**config.mk**
```make
export PLATFORM = sky130hd
export DESIGN_NAME = otter_mem_lsu
export DESIGN_NICKNAME = d
export VERILOG_FILES = /design/src/rtl/otter_lsu_pkg.sv /design/src/rtl/otter_lsu_merge.sv /design/src/rtl/otter_mem_lsu.sv
export SDC_FILE = /design/constraint.sdc
export NUM_CORES = 1
export LEC_CHECK = 0
export BUFFER_PORTS_ARGS = -buffer_cell sky130_fd_sc_hd__buf_4
export CAP_MARGIN = 20
export CORE_ASPECT_RATIO = 1.1
export CORE_MARGIN = 8
export CORE_UTILIZATION = 55
export DETAILED_ROUTE_END_ITERATION = 6
export PLACE_DENSITY = 0.81
export SLEW_MARGIN = 20
export SYNTH_ARGS = -nofsm -noshare
export SYNTH_HDL_FRONTEND = slang
export SYNTH_HIERARCHICAL = 1
export SYNTH_SLANG_ARGS = --single-unit
```
**constraint.sdc**
```tcl
create_clock -name CLK -period 3.35 [get_ports CLK]
set_input_delay 0.67 -clock CLK [delete_from_list [all_inputs] [get_ports CLK]]
set_output_delay 0.67 -clock CLK [all_outputs]
set_load 0.03 [all_outputs]
```
**src/rtl/otter_lsu_pkg.sv**
```systemverilog
// -----------------------------------------------------------------------------
// otter_lsu_pkg
// Shared definitions for the OTTER load/store unit:
//   - lsu_state_t     : LSU controller states
//   - SZ_*            : access size encodings shared with the OTTER memory
//   - IO_BASE_DEFAULT : first address of the memory-mapped IO region
// -----------------------------------------------------------------------------
package otter_lsu_pkg;

  typedef enum logic [1:0] {
    ST_IDLE   = 2'd0,
    ST_ISSUE  = 2'd1,
    ST_RDWAIT = 2'd2,
    ST_DONE   = 2'd3
  } lsu_state_t;

  localparam logic [1:0] SZ_BYTE    = 2'd0;
  localparam logic [1:0] SZ_HALF    = 2'd1;
  localparam logic [1:0] SZ_WORD    = 2'd2;
  localparam logic [1:0] SZ_ILLEGAL = 2'd3;

  localparam logic [31:0] IO_BASE_DEFAULT = 32'h1100_0000;

endpackage

```
**src/rtl/otter_lsu_merge.sv**
```systemverilog
// -----------------------------------------------------------------------------
// otter_lsu_merge
// Byte-lane assembly for split (misaligned) loads plus final extension.
//   i_asm    : bytes gathered so far (upper unused lanes are zero)
//   i_idx    : lane the incoming byte belongs to
//   i_byte   : byte just returned by memory
//   i_size   : original request size (half or word for split loads)
//   i_sign   : 1 = unsigned, 0 = signed
//   o_asm    : assembly value with i_byte merged into lane i_idx
//   o_result : o_asm extended to 32 bits for the core
// -----------------------------------------------------------------------------
module otter_lsu_merge
  import otter_lsu_pkg::*;
(
  input  logic [31:0] i_asm,
  input  logic [1:0]  i_idx,
  input  logic [7:0]  i_byte,
  input  logic [1:0]  i_size,
  input  logic        i_sign,
  output logic [31:0] o_asm,
  output logic [31:0] o_result
);

  logic [31:0] w_asm;

  // NOTE: every variable written in always_comb gets a default first, so no
  // path leaves it unassigned and no latch is inferred.
  always_comb begin
    w_asm = i_asm;
    w_asm[{i_idx, 3'b000} +: 8] = i_byte;
  end

  assign o_asm = w_asm;

  // Only halves need explicit extension; a split word is already 32 bits and
  // the unused upper lanes of a half are zero from the cleared assembly.
  always_comb begin
    o_result = w_asm;
    if (i_size == SZ_HALF) begin
      o_result = i_sign ? {16'h0000, w_asm[15:0]} : {{16{w_asm[15]}}, w_asm[15:0]};
    end
  end

endmodule

```
**src/rtl/otter_mem_lsu.sv**
```systemverilog
// -----------------------------------------------------------------------------
// otter_mem_lsu
// Load/store initiator between the OTTER multicycle core and memory port 2.
// Aligned requests become one memory transaction; misaligned half/word
// requests are split into ascending byte accesses (when SPLIT_EN) and load
// bytes are reassembled. IO-region accesses are always single transactions.
//
// Core side : LSU_START/WE/ADDR/WDATA/SIZE/SIGN in, LSU_BUSY/DONE/RDATA/ERR out
// Memory    : MEM_ADDR2/DIN2/WRITE2/READ2/SIZE/SIGN out, MEM_DOUT2 in
//             (read data valid the cycle after MEM_READ2, sliced by the
//             address/size held on the port)
// -----------------------------------------------------------------------------
module otter_mem_lsu
  import otter_lsu_pkg::*;
#(
  parameter logic [31:0] IO_BASE  = IO_BASE_DEFAULT,
  parameter bit          SPLIT_EN = 1'b1
) (
  input  logic        CLK,
  input  logic        RST_N,
  input  logic        LSU_START,
  input  logic        LSU_WE,
  input  logic [31:0] LSU_ADDR,
  input  logic [31:0] LSU_WDATA,
  input  logic [1:0]  LSU_SIZE,
  input  logic        LSU_SIGN,
  output logic        LSU_BUSY,
  output logic        LSU_DONE,
  output logic [31:0] LSU_RDATA,
  output logic        LSU_ERR,
  output logic [31:0] MEM_ADDR2,
  output logic [31:0] MEM_DIN2,
  output logic        MEM_WRITE2,
  output logic        MEM_READ2,
  output logic [1:0]  MEM_SIZE,
  output logic        MEM_SIGN,
  input  logic [31:0] MEM_DOUT2
);

  lsu_state_t  r_state;
  logic        r_we;
  logic [31:0] r_wdata;
  logic [1:0]  r_size;
  logic        r_sign;
  logic        r_split;   // request is being executed as byte accesses
  logic        r_fault;   // request rejected at decode
  logic [1:0]  r_idx;     // current byte index of a split access
  logic [1:0]  r_last;    // index of the final byte of a split access
  logic [31:0] r_asm;
  logic [31:0] r_rdata;
  logic        r_busy;
  logic        r_done;
  logic        r_err;
  logic [31:0] r_mem_addr;
  logic [31:0] r_mem_din;
  logic        r_mem_write;
  logic        r_mem_read;
  logic [1:0]  r_mem_size;
  logic        r_mem_sign;

  logic        w_misal;
  logic        w_io;
  logic [31:0] w_nb_m1;
  logic [31:0] w_end;
  logic        w_err;
  logic [1:0]  w_idx_nxt;
  logic [31:0] w_asm_nxt;
  logic [31:0] w_final;

  // Request decode, evaluated only when a START is accepted in IDLE.
  assign w_misal = ((LSU_SIZE == SZ_HALF) && LSU_ADDR[0]) ||
                   ((LSU_SIZE == SZ_WORD) && (LSU_ADDR[1:0] != 2'b00));
  assign w_io    = (LSU_ADDR >= IO_BASE);
  assign w_nb_m1 = (LSU_SIZE == SZ_HALF) ? 32'd1 : 32'd3;
  assign w_end   = LSU_ADDR + w_nb_m1;
  // A split must neither start in nor run into the IO region.
  assign w_err   = (LSU_SIZE == SZ_ILLEGAL) ||
                   (w_misal && (w_io || !SPLIT_EN || (w_end >= IO_BASE)));

  assign w_idx_nxt = r_idx + 2'd1;

  otter_lsu_merge u_merge (
    .i_asm    (r_asm),
    .i_idx    (r_idx),
    .i_byte   (MEM_DOUT2[7:0]),
    .i_size   (r_size),
    .i_sign   (r_sign),
    .o_asm    (w_asm_nxt),
    .o_result (w_final)
  );

  // NOTE: sequential state uses non-blocking assignments only, so every
  // register samples pre-edge values regardless of statement order.
  always_ff @(posedge CLK or negedge RST_N) begin
    if (!RST_N) begin
      r_state     <= ST_IDLE;
      r_we        <= 1'b0;
      r_wdata     <= '0;
      r_size      <= SZ_BYTE;
      r_sign      <= 1'b0;
      r_split     <= 1'b0;
      r_fault     <= 1'b0;
      r_idx       <= '0;
      r_last      <= '0;
      r_asm       <= '0;
      r_rdata     <= '0;
      r_busy      <= 1'b0;
      r_done      <= 1'b0;
      r_err       <= 1'b0;
      r_mem_addr  <= '0;
      r_mem_din   <= '0;
      r_mem_write <= 1'b0;
      r_mem_read  <= 1'b0;
      r_mem_size  <= SZ_BYTE;
      r_mem_sign  <= 1'b0;
    end else begin
      // Strobes and the completion pulse are single-cycle unless re-armed.
      r_done      <= 1'b0;
      r_err       <= 1'b0;
      r_mem_write <= 1'b0;
      r_mem_read  <= 1'b0;

      unique case (r_state)
        ST_IDLE: begin
          if (LSU_START) begin
            r_we    <= LSU_WE;
            r_wdata <= LSU_WDATA;
            r_size  <= LSU_SIZE;
            r_sign  <= LSU_SIGN;
            r_split <= w_misal;
            r_fault <= w_err;
            r_idx   <= 2'd0;
            r_last  <= w_nb_m1[1:0];
            r_asm   <= '0;
            r_busy  <= 1'b1;
            r_state <= ST_ISSUE;
            if (!w_err) begin
              r_mem_addr  <= LSU_ADDR;
              r_mem_read  <= !LSU_WE;
              r_mem_write <= LSU_WE;
              if (w_misal) begin
                // First byte of a split; byte loads come back unsigned.
                r_mem_size <= SZ_BYTE;
                r_mem_sign <= 1'b1;
                r_mem_din  <= {24'h0, LSU_WDATA[7:0]};
              end else begin
                r_mem_size <= LSU_SIZE;
                r_mem_sign <= LSU_SIGN;
                r_mem_din  <= LSU_WDATA;
              end
            end
          end
        end

        ST_ISSUE: begin
          if (r_fault) begin
            r_busy  <= 1'b0;
            r_done  <= 1'b1;
            r_err   <= 1'b1;
            r_state <= ST_DONE;
          end else if (!r_we) begin
            r_state <= ST_RDWAIT;
          end else if (!r_split || (r_idx == r_last)) begin
            r_busy  <= 1'b0;
            r_done  <= 1'b1;
            r_state <= ST_DONE;
          end else begin
            // Back-to-back byte stores: stay in ISSUE for the next byte.
            r_idx       <= w_idx_nxt;
            r_mem_addr  <= r_mem_addr + 32'd1;
            r_mem_din   <= {24'h0, r_wdata[{w_idx_nxt, 3'b000} +: 8]};
            r_mem_write <= 1'b1;
          end
        end

        ST_RDWAIT: begin
          // MEM_ADDR2/SIZE/SIGN stay put here so the memory slices correctly.
          if (!r_split) begin
            r_rdata <= MEM_DOUT2;
            r_busy  <= 1'b0;
            r_done  <= 1'b1;
            r_state <= ST_DONE;
          end else if (r_idx == r_last) begin
            r_rdata <= w_final;
            r_busy  <= 1'b0;
            r_done  <= 1'b1;
            r_state <= ST_DONE;
          end else begin
            r_asm      <= w_asm_nxt;
            r_idx      <= w_idx_nxt;
            r_mem_addr <= r_mem_addr + 32'd1;
            r_mem_read <= 1'b1;
            r_state    <= ST_ISSUE;
          end
        end

        ST_DONE: begin
          r_state <= ST_IDLE;
        end

        default: r_state <= ST_IDLE;
      endcase
    end
  end

  assign LSU_BUSY   = r_busy;
  assign LSU_DONE   = r_done;
  assign LSU_RDATA  = r_rdata;
  assign LSU_ERR    = r_err;
  assign MEM_ADDR2  = r_mem_addr;
  assign MEM_DIN2   = r_mem_din;
  assign MEM_WRITE2 = r_mem_write;
  assign MEM_READ2  = r_mem_read;
  assign MEM_SIZE   = r_mem_size;
  assign MEM_SIGN   = r_mem_sign;

endmodule

```
==> key figures, run 1 <==
Detailed routing
  – Per-cell routed wire length: 18.8 um
  – WL met3: 1780 um
  – Drt drc: 0
  – Final WL: 25,300 um
  – Vias per inst: 5.87
  – DRT antenna net count: 0
  – 1st-iter DRT viols: 726
  – Vias: 7,915
  – WL met2: 12,400 um
  – Uppermost layer routed: met4
  – WL met1: 10,500 um
  – First-pass DRT Iterations: 6

Min path
  – Hold Path Class: input port to async pin

GRT
  – Total global routing track utilization: 24.0%
  – First-pass GRT wire length: 41,700 um
  – GRT Residual Overflow: 0
  – Vias in the first global route: 7,993
  – Largest net degree at the start of global routing: 80
  – Initial antenna violation count: 0

Floorplanning
  – Core ar.: 0.0164 sq mm
  – Row count: 49
  – I/O pin cnt: 207
  – Starting Density: 56.4%
  – Die X-Extent: 140 um
  – Die H: 152 um
  – Die area: 0.0213 sq mm

Setup path
  – Largest stage delay, worst path: 430 ps
  – Critical path endpoint category: flop
  – Reg2Reg Launch Point: r_state[0]
  – WP data required: 3660 ps
  – CP delay by family, top: compound AO/OA/AOI/OAI gates
  – CP Max Fanout: 63
  – CP Class: input port to flop
  – Worst path slowest cell: nor4b_1
  – Critical Path AT: 3080 ps
  – Crit. Startpoint: LSU_SIZE[0]
  – Crit path cell chain: buf_4 > nor2b_1 > inv_1 > ha_1 > a21o_1 > nor4b_1 > a2111oi_2 > a221oi_4 > buf_12 > a21bo_1 > a22o_1
  – Crit path buf inv count: 3
  – CP startpoint kind: input port

Cells and area
  – Area grow syn2layout: 24.1%
  – Nets: 1,247
  – Fraction of layout cells with a size suffix above 1: 27.6%
  – N_diodes: 0

Run status
  – Status: completed

Timing
  – Max Clock Skew: 6.27 ps
  – Slew Limit Headroom: 42.0%
  – Final Max Slew Viols: 0
  – Worst-margin pin slew: 863 ps
  – Fin crit share: 82.7%
  – Final setup vio count: 0
  – Setup TNS: 0 ps
  – RSZ-0062 raised after global routing: false
  – Final Hold Fails: 0
  – Highest Clock Rate: 0.361 GHz
  – Period minus WS final: 2770 ps

Synth
  – Sequential fraction of the synthesis area: 48.6%
  – YS warnings: 6
  – Area share of the largest cell type after synthesis: 48.6%
  – Net Count, Synth: 1,079
  – Distinct cell type count after synthesis: 63
  – Dominant register cell in the synthesized netlist: dfrtp_1
  – Most instantiated library cell after synthesis: nand2_1
  – Post-synth EDFFs: 0
  – Top cells by count, synth: nand2_1, dfrtp_1, o21ai_0
  – Avg Inst Size Synth: 9.60 sq um
  – FFs w/ async S/R, synth: 100%
  – FF+latch count, synth: 180
  – Cell taking the most area after synthesis: dfrtp_1
  – Synth area leaders: dfrtp_1, nand2_1, a22o_1, o21ai_0, mux2i_1
  – Area of the mapped netlist: 0.00926 sq mm
  – Cells after synthesis: 965

Place
  – Port Buf Inserts: 206
  – DP HPWL: 18,000 um
  – Gpl congestion: 0.870

Clock network
  – Latest clock arrival within the worst-skew pair: 430 ps
  – CTS H-tree depth: 4
  – CTS Hold Bufs: 0
  – Root buf cell: clkbuf_16
  – CTS tree: built
  – Post-CTS setup buffers: 0
  – Resize count post-CTS: 0
  – Register clock-pin slew on the reported worst setup and hold paths: 70 ps
  – Bufs on Longest Clock Path: 2
  – CTS Sinks: 180
  – TritonCTS buffer count: 17

Power and ir drop
  – Maximum VDD drop: 0.679 mV
  – Overall power: 12,300 uW
  – Pleak: 0.00554 uW
  – Pwr Density: 1070 mW/mm^2

Run
  – Reported max-cap violation count: 0
-- final timing paths --
path | to | slack (ps) | cells past startpoint
worst min-delay path | MEM_ADDR2[14] | 270 | 1
max in group asynchronous | LSU_RDATA[26] | 2270 | 2
min in group CLK | r_wdata[0] | 440 | 3
worst max-delay path | MEM_ADDR2[31] | 580 | 11
worst max register to register | MEM_ADDR2[19] | 600 | 9
worst min register to register | r_wdata[18] | 470 | 2
-- state kept, by name, indices dropped and copies added (netlist names) --
register and cells:
r_asm 32, r_last 2, r_sign 1, MEM_DIN2 32, r_idx 2, r_split 1
r_we 1, r_wdata 32, MEM_SIZE 2, r_state 2, r_size 2, LSU_ERR 1
LSU_BUSY 1, MEM_ADDR2 32, LSU_DONE 1, r_fault 1, LSU_RDATA 32, MEM_READ2 1
MEM_WRITE2 1, MEM_SIGN 1
-- power by group --
part / internal (uW) / switching [uW] / total, uW
Combinational: 2520 / 4030 / 6540
Sequential: 3060 / 706 / 3770
Clock: 1120 / 849 / 1970
Total: 6700 / 5580 / 12300
-- worst reg2reg max path, cell delays in order (launching register included) --
cell and delay (ps):
dfrtp_1 430, inv_1 130, ha_2 280, nor2b_1 360, a2111oi_0 120, nor3_1 630, a221oi_4 70, buf_12 240
a21boi_0 170, a2bb2oi_1 180
-- cell families after synthesis --
| family | count (synthesis) | share of synthesized area, % |
|---|---|---|
| compound gates | 272 | 19.5 |
| simple gates | 330 | 16.6 |
| buf+inv | 109 | 5.42 |
| fa+ha+maj | 11 | 1.49 |
| xor+xnor | 2 | 0.189 |
| mux | 61 | 8.16 |
| flops | 180 | 48.6 |
-- layout by cell type (no fill, tap or decap), types with 11 or more instances in the layout --
cell / instances
nand4_1: 11
buf_4: 221
nand2b_1: 14
inv_1: 32
nand3_1: 28
o21ai_0: 90
a21oi_1: 61
mux2_2: 12
a22o_1: 57
mux2i_1: 35
nand2_1: 207
dfrtp_1: 179
nor2b_1: 11
nor2_1: 12
clkbuf_16: 17
-- per-layer routing --
metal | up-vias | track usage, %
met5 | - | 0
met3 | 38 | 5.58
met1 | 3841 | 30.0
met4 | 0 | 9.21
met2 | 299 | 39.6
li1 | 3737 | -
-- area by class of cell --
cell class	instances	area, sq um
repair buffers	226	1750
flip-flops and latches	180	4510
clock inverters	11	130
multi-input cells	676	4290
fillers	1270	4930
well taps	204	255
clock buffers	19	443
inverters	32	120
-- stage by stage --
step           worst slack [ps]  instances  area, sq um  utilization, %  hold slack [ps]
2_1_floorplan               491        965         9260               -              374
3_3_place_gp                209       1318        10900            66.5              453
3_5_place_dp                190       1318        10900            66.5              463
4_1_cts                     600       1348        11500            70.0              307
5_1_grt                     416       1348        11500            70.0              331
6_report                    580       1348        11500            70.0              267
No activity file was read; power rests on OpenSTA's default activity.
==> inputs of run 2 (changes only) <==
--- a/config.mk
+++ b/config.mk
@@ -9,9 +9,9 @@
 export CAP_MARGIN = 20
 export CORE_ASPECT_RATIO = 1.1
 export CORE_MARGIN = 8
-export CORE_UTILIZATION = 55
+export CORE_UTILIZATION = 50
 export DETAILED_ROUTE_END_ITERATION = 6
-export PLACE_DENSITY = 0.81
+export PLACE_DENSITY = 0.78
 export SLEW_MARGIN = 20
 export SYNTH_ARGS = -nofsm -noshare
 export SYNTH_HDL_FRONTEND = slang
==> constraint.sdc (replaced) <==
create_clock -name CLK -period 2.3 [get_ports CLK]
set_input_delay 0.46 -clock CLK [delete_from_list [all_inputs] [get_ports CLK]]
set_output_delay 0.46 -clock CLK [all_outputs]
set_load 0.03 [all_outputs]
==> run 2 against run 1 <==
  * Clock-buffer cell count decreased by 2
  * Clock power increased by 44%
  * Via count increased by 3.2%
  * Worst hold slack got worse by 51 ps
  * Global-route usage decreased by 1.4 points
  * Register-to-register slack got worse by 550 ps
  * Critical path depth decreased by 2
  * Setup slack got worse by 530 ps
  * Flip-flop and latch count unchanged
  * Wire length increased by 5.3%
  * Critical path type is now flop to flop
  * Largest cell class unchanged
  * Largest power group unchanged
==> key figures, run 2 (synthesis gave the netlist of run 1 again) <==
Clock network
  – Latest clock arrival within the worst-skew pair: 440 ps
  – CTS tree: built
  – CTS Sinks: 180
  – Root buf cell: clkbuf_16
  – Register clock-pin slew on the reported worst setup and hold paths: 80 ps
  – TritonCTS buffer count: 17
  – CTS H-tree depth: 4
  – Bufs on Longest Clock Path: 2

Setup path
  – CP Class: flop to flop
  – CP Max Fanout: 6
  – Critical Path AT: 2580 ps
  – WP data required: 2630 ps
  – Critical path endpoint category: flop
  – CP startpoint kind: flop

Detailed routing
  – Final WL: 26,700 um
  – 1st-iter DRT viols: 629
  – DRT antenna net count: 0
  – Vias: 8,170
  – Vias per inst: 5.71
  – Per-cell routed wire length: 18.6 um
  – Drt drc: 0
  – First-pass DRT Iterations: 6

Timing
  – Final Hold Fails: 0
  – RSZ-0062 raised after global routing: true
  – Slew Limit Headroom: 62.4%
  – Worst setup margin: 51.7 ps
  – Fin crit share: 97.8%
  – Max Clock Skew: 9.82 ps
  – Final Max Slew Viols: 0
  – Worst-margin pin slew: 564 ps
  – Period minus WS final: 2250 ps
  – Highest Clock Rate: 0.445 GHz
  – Final setup vio count: 0
  – Hold slack: 216 ps

GRT
  – Total global routing track utilization: 22.6%
  – Vias in the first global route: 8,296
  – Initial antenna violation count: 0
  – First-pass GRT wire length: 43,000 um
  – GRT Residual Overflow: 0
  – Largest net degree at the start of global routing: 79

Place
  – Pre-CTS WS: -343 ps
  – Port Buf Inserts: 206
  – DP HPWL: 18,800 um
  – Area post-placement: 0.0114 sq mm
  – DP Cell Count: 1,394
  – Gpl congestion: 0.886

Floorplanning
  – Die area: 0.0231 sq mm
  – I/O pin cnt: 207
  – Row count: 52
  – Die H: 159 um
  – Starting Density: 50.7%
  – Core ar.: 0.0183 sq mm
  – Die X-Extent: 146 um

Power and ir drop
  – Pwr Density: 1570 mW/mm^2
  – Pleak: 0.00584 uW
  – Maximum VDD drop: 0.986 mV

Cells and area
  – Fraction of layout cells with a size suffix above 1: 32.2%
  – Area grow syn2layout: 31.1%
  – # fillers: 1,439
  – Commonest non-fill, non-tap cell in the layout: buf_4
  – N_diodes: 0
  – Most frequent cells in the layout: buf_4, nand2_1, dfrtp_1, o21ai_0, a21oi_1
  – Design Area, Final: 0.0121 sq mm
  – Storage cell area: 0.00451 sq mm
  – Finished Layout Cells: 1,430
  – Nets: 1,289
  – Area of the multi-input gates: 0.00444 sq mm

Min path
  – Hold Path Class: input port to flop

Run
  – Reported max-cap violation count: 0

Run status
  – Status: completed
## run 2: cell types whose count changed in the layout (fill, tap and decap cells not counted), sizes merged
| cell | previous run | this run |
|---|---|---|
| buf | 226 | 265 |
| inv | 34 | 35 |
| bufinv | 2 | 0 |
| clkinvlp | 3 | 1 |
| clkinv | 4 | 10 |
| dlygate4sd3 | 0 | 1 |
## run 2: cell type report
cell class | count | area share (%)
multi-input combinational | 676 | 36.6
inverter | 32 | 0.989
clock inverter | 14 | 1.26
timing repair buffer | 268 | 18.0
sequential | 180 | 37.1
clock buffer | 17 | 3.50
tap | 243 | 2.50
## run 2: worst paths after layout
path                                from            end  slack, ps  depth (start not counted)
max reg2reg                   r_state[0]  MEM_ADDR2[31]         50                          9
min in group asynchronous          RST_N  LSU_RDATA[12]        520                          2
max                           r_state[0]  MEM_ADDR2[31]         50                          9
min                        LSU_WDATA[21]    r_wdata[21]        220                          3
min reg2reg                 LSU_RDATA[9]   LSU_RDATA[9]        480                          2
max in group asynchronous          RST_N   MEM_ADDR2[0]       1130                          3
## run 2: routing by layer
layer  share of wire, %  GRT usage, %  wire [um]  up-vias
met5                  0             0          0        -
met4                2.2          8.05        580        0
met3                6.2          5.66       1660       50
met2                 49          37.6      13100      308
met1                 43          27.9      11400     3982
li1                   -             -          -     3830
## run 2: where the power goes
part	total (uW)	internal (uW)	switching, uW
Sequential	5460	4470	998
Combinational	10800	4560	6240
Clock	2830	1440	1390
## run 2: metrics by stage
| stage | utilization [%] | TNS, ps | total power (uW) |
|---|---|---|---|
| 2_1_floorplan | - | -31.1 | 12100 |
| 3_3_place_gp | 62.3 | -13610 | 15600 |
| 3_5_place_dp | 62.3 | -16130 | 15800 |
| 4_1_cts | 65.7 | 0 | 18800 |
| 5_1_grt | 66.5 | -177 | 20300 |
| 6_report | 66.5 | 0 | 19100 |
## run 2: critical path, cell delays in order (launching register included)
cell and delay [ps]:
dfrtp_2 420, inv_2 50, ha_2 180, nor2b_4 140, a2111oi_4 330, nor3_2 120, a221oi_4 310, buf_12 170
a21bo_1 200, a22o_1 220
## run 2: repair_timing
| action | 4_1_cts | 5_1_grt |
|---|---|---|
| endpoints found under the setup margin | 27 | 53 |
| pin swaps | 0 | 2 |
| cloned | 0 | 1 |
| gates resized for setup | 6 | 20 |
| setup buffers | 1 | 2 |
| hold buffers | 1 | 0 |
| hold endpoints to repair | 37 | 0 |
==> inputs of run 3 (changes only) <==
--- a/config.mk
+++ b/config.mk
@@ -8,7 +8,7 @@
 export BUFFER_PORTS_ARGS = -buffer_cell sky130_fd_sc_hd__buf_4
 export CAP_MARGIN = 20
 export CORE_ASPECT_RATIO = 1.1
-export CORE_MARGIN = 8
+export CORE_MARGIN = 2
 export CORE_UTILIZATION = 50
 export DETAILED_ROUTE_END_ITERATION = 6
 export PLACE_DENSITY = 0.78
==> run 3 against run 2 <==
  * The flow now finishes with violations (negative hold slack)
  * Critical path depth shrank 1
  * Cell area shrank 0.27%
  * Total power shrank 1.1%
  * Flip-flop and latch count is the same
  * First-iteration DRC count shrank 6.8%
  * Combinational power is essentially flat
  * Final cell count grew 0.21%
  * Highest routed layer unchanged
==> key figures, run 3 (synthesis gave the netlist of run 1 again) <==
Detailed routing
  – Final WL: 25,500 um
  – Vias: 8,181
  – DRT antenna net count: 0
  – First-pass DRT Iterations: 5
  – Vias per inst: 5.71
  – 1st-iter DRT viols: 586
  – Per-cell routed wire length: 17.8 um
  – Drt drc: 0

Place
  – Gpl congestion: 0.892
  – Port Buf Inserts: 206
  – Pre-CTS WS: -333 ps
  – DP HPWL: 17,600 um
  – Area post-placement: 0.0114 sq mm

Timing
  – Final Hold Fails: 1
  – Fin crit share: 97.9%
  – Final setup vio count: 0
  – Highest Clock Rate: 0.444 GHz
  – Hold slack: -0.849 ps
  – Worst setup margin: 48.6 ps
  – Final Max Slew Viols: 0
  – Worst-margin pin slew: 597 ps
  – Period minus WS final: 2250 ps
  – RSZ-0062 raised after global routing: true
  – Slew Limit Headroom: 60.2%
  – Max Clock Skew: 10.3 ps

Floorplanning
  – Die H: 147 um
  – Row count: 52
  – I/O pin cnt: 207
  – Die X-Extent: 134 um
  – Starting Density: 50.7%
  – Core ar.: 0.0183 sq mm
  – Die area: 0.0196 sq mm

Power and ir drop
  – Pleak: 0.00583 uW
  – Maximum VDD drop: 1.00 mV
  – Overall power: 18,900 uW
  – Pwr Density: 1560 mW/mm^2
  – Power share of the sequential group: 28.6%
  – Combinational group share of total power: 56.4%
  – Net Sw Power: 8540 uW
  – P_int: 10,300 uW
  – Clock power frac: 15.0%
  – Sw Share: 45.2%

GRT
  – GRT Residual Overflow: 0
  – Initial antenna violation count: 0
  – First-pass GRT wire length: 41,500 um
  – Total global routing track utilization: 26.3%
  – Vias in the first global route: 8,080
  – Largest net degree at the start of global routing: 79

Clock network
  – CTS H-tree depth: 4
  – Root buf cell: clkbuf_16
  – Bufs on Longest Clock Path: 2
  – Register clock-pin slew on the reported worst setup and hold paths: 70 ps
  – CTS tree: built
  – CTS Hold Bufs: 0
  – TritonCTS buffer count: 17
  – CTS Sinks: 180
  – Latest clock arrival within the worst-skew pair: 430 ps

Setup path
  – Reg2Reg Launch Point: r_state[0]
  – Critical path endpoint category: flop
  – Reg2reg path depth: 8
  – CP Max Fanout: 7
  – R2R Path End: MEM_ADDR2[31]
  – WP data required: 2620 ps
  – CP Class: flop to flop
  – CP startpoint kind: flop
  – Crit. Startpoint: r_state[0]
  – R2r setup slk: 50 ps
  – Critical Path AT: 2570 ps

Min path
  – Hold Path Class: input port to async pin

Cells and area
  – Nets: 1,291
  – Area grow syn2layout: 30.8%
  – Commonest non-fill, non-tap cell in the layout: buf_4
  – N_diodes: 0
  – Design Area, Final: 0.0121 sq mm
  – Final core utilization: 66.3%
  – Fraction of layout cells with a size suffix above 1: 32.1%
  – Most frequent cells in the layout: buf_4, nand2_1, dfrtp_1, o21ai_0, a21oi_1

Run status
  – Violated checks: negative hold slack
  – Status: finished with violations

Run
  – Reported max-cap violation count: 0
run 3: cell count changes in the layout (fill, tap and decap cells not counted), moves of 2 or more:
| cell | before | now |
|---|---|---|
| buf_12 | 12 | 10 |
| buf_4 | 252 | 257 |
| clkinvlp_4 | 1 | 3 |
| clkinv_8 | 4 | 2 |
| clkinv_4 | 5 | 2 |
| inv_6 | 1 | 3 |
run 3: area by class of cell:
cell class	instances	area [sq um]
flip-flops and latches	180	4510
multi-input cells	676	4430
fillers	1440	6170
well taps	243	304
clock inverters	13	133
repair buffers	270	2180
clock buffers	19	443
inverters	32	120
run 3: worst max path at each step:
| stage | slack [ps] | end | depth (start not counted) |
|---|---|---|---|
| floorplan | -3 | MEM_ADDR2[27] | 10 |
| global placement | -270 | MEM_ADDR2[3] | 12 |
| detailed placement | -330 | MEM_ADDR2[10] | 12 |
| CTS | 40 | MEM_ADDR2[10] | 11 |
| global route | -60 | MEM_ADDR2[31] | 11 |
| finish | 50 | MEM_ADDR2[31] | 8 |
run 3: per-layer routing:
metal	track usage, %	up-vias	wire length, um
met3	4.59	48	1440
met5	0	-	0
met2	42.4	285	12400
li1	-	3835	-
met1	35.9	4013	11000
met4	9.84	0	668
run 3: timing repair:
item                                    4_1_cts  5_1_grt
pin swaps                                     0        2
setup buffers                                 1        2
resized for setup                             6       17
gates cloned                                  0        1
endpoints found under the hold margin         0        0
endpoints found under the setup margin       30       33
run 3: power groups by stage:
| stage | logic (uW) | registers (uW) | clock network (uW) |
|---|---|---|---|
| final | 10600 | 5400 | 2840 |
| after CTS | 10300 | 5380 | 2880 |
| after detailed placement | 10200 | 5390 | 0 |
| after floorplan | 5160 | 6900 | 0 |
| after global placement | 9950 | 5390 | 0 |
| after global routing | 11500 | 5560 | 3020 |
run 3: stage by stage:
step / hold slack [ps] / TNS, ps / std cells
global placement: 452 / -13740 / 1397
global route: 18.7 / -102 / 1433
CTS: 0.398 / 0 / 1430
detailed placement: 462 / -15760 / 1397
finish: -0.849 / 0 / 1433
floorplan: 164 / -31.1 / 965
run 3: critical path, cell delays in order, from the launching register on:
cell       delay, ps
dfrtp_1          410
buf_4            160
ha_2             230
a2111oi_4        340
nor3_4           110
a221oi_4         310
buf_12           170
a21bo_1          190
a22o_1           210
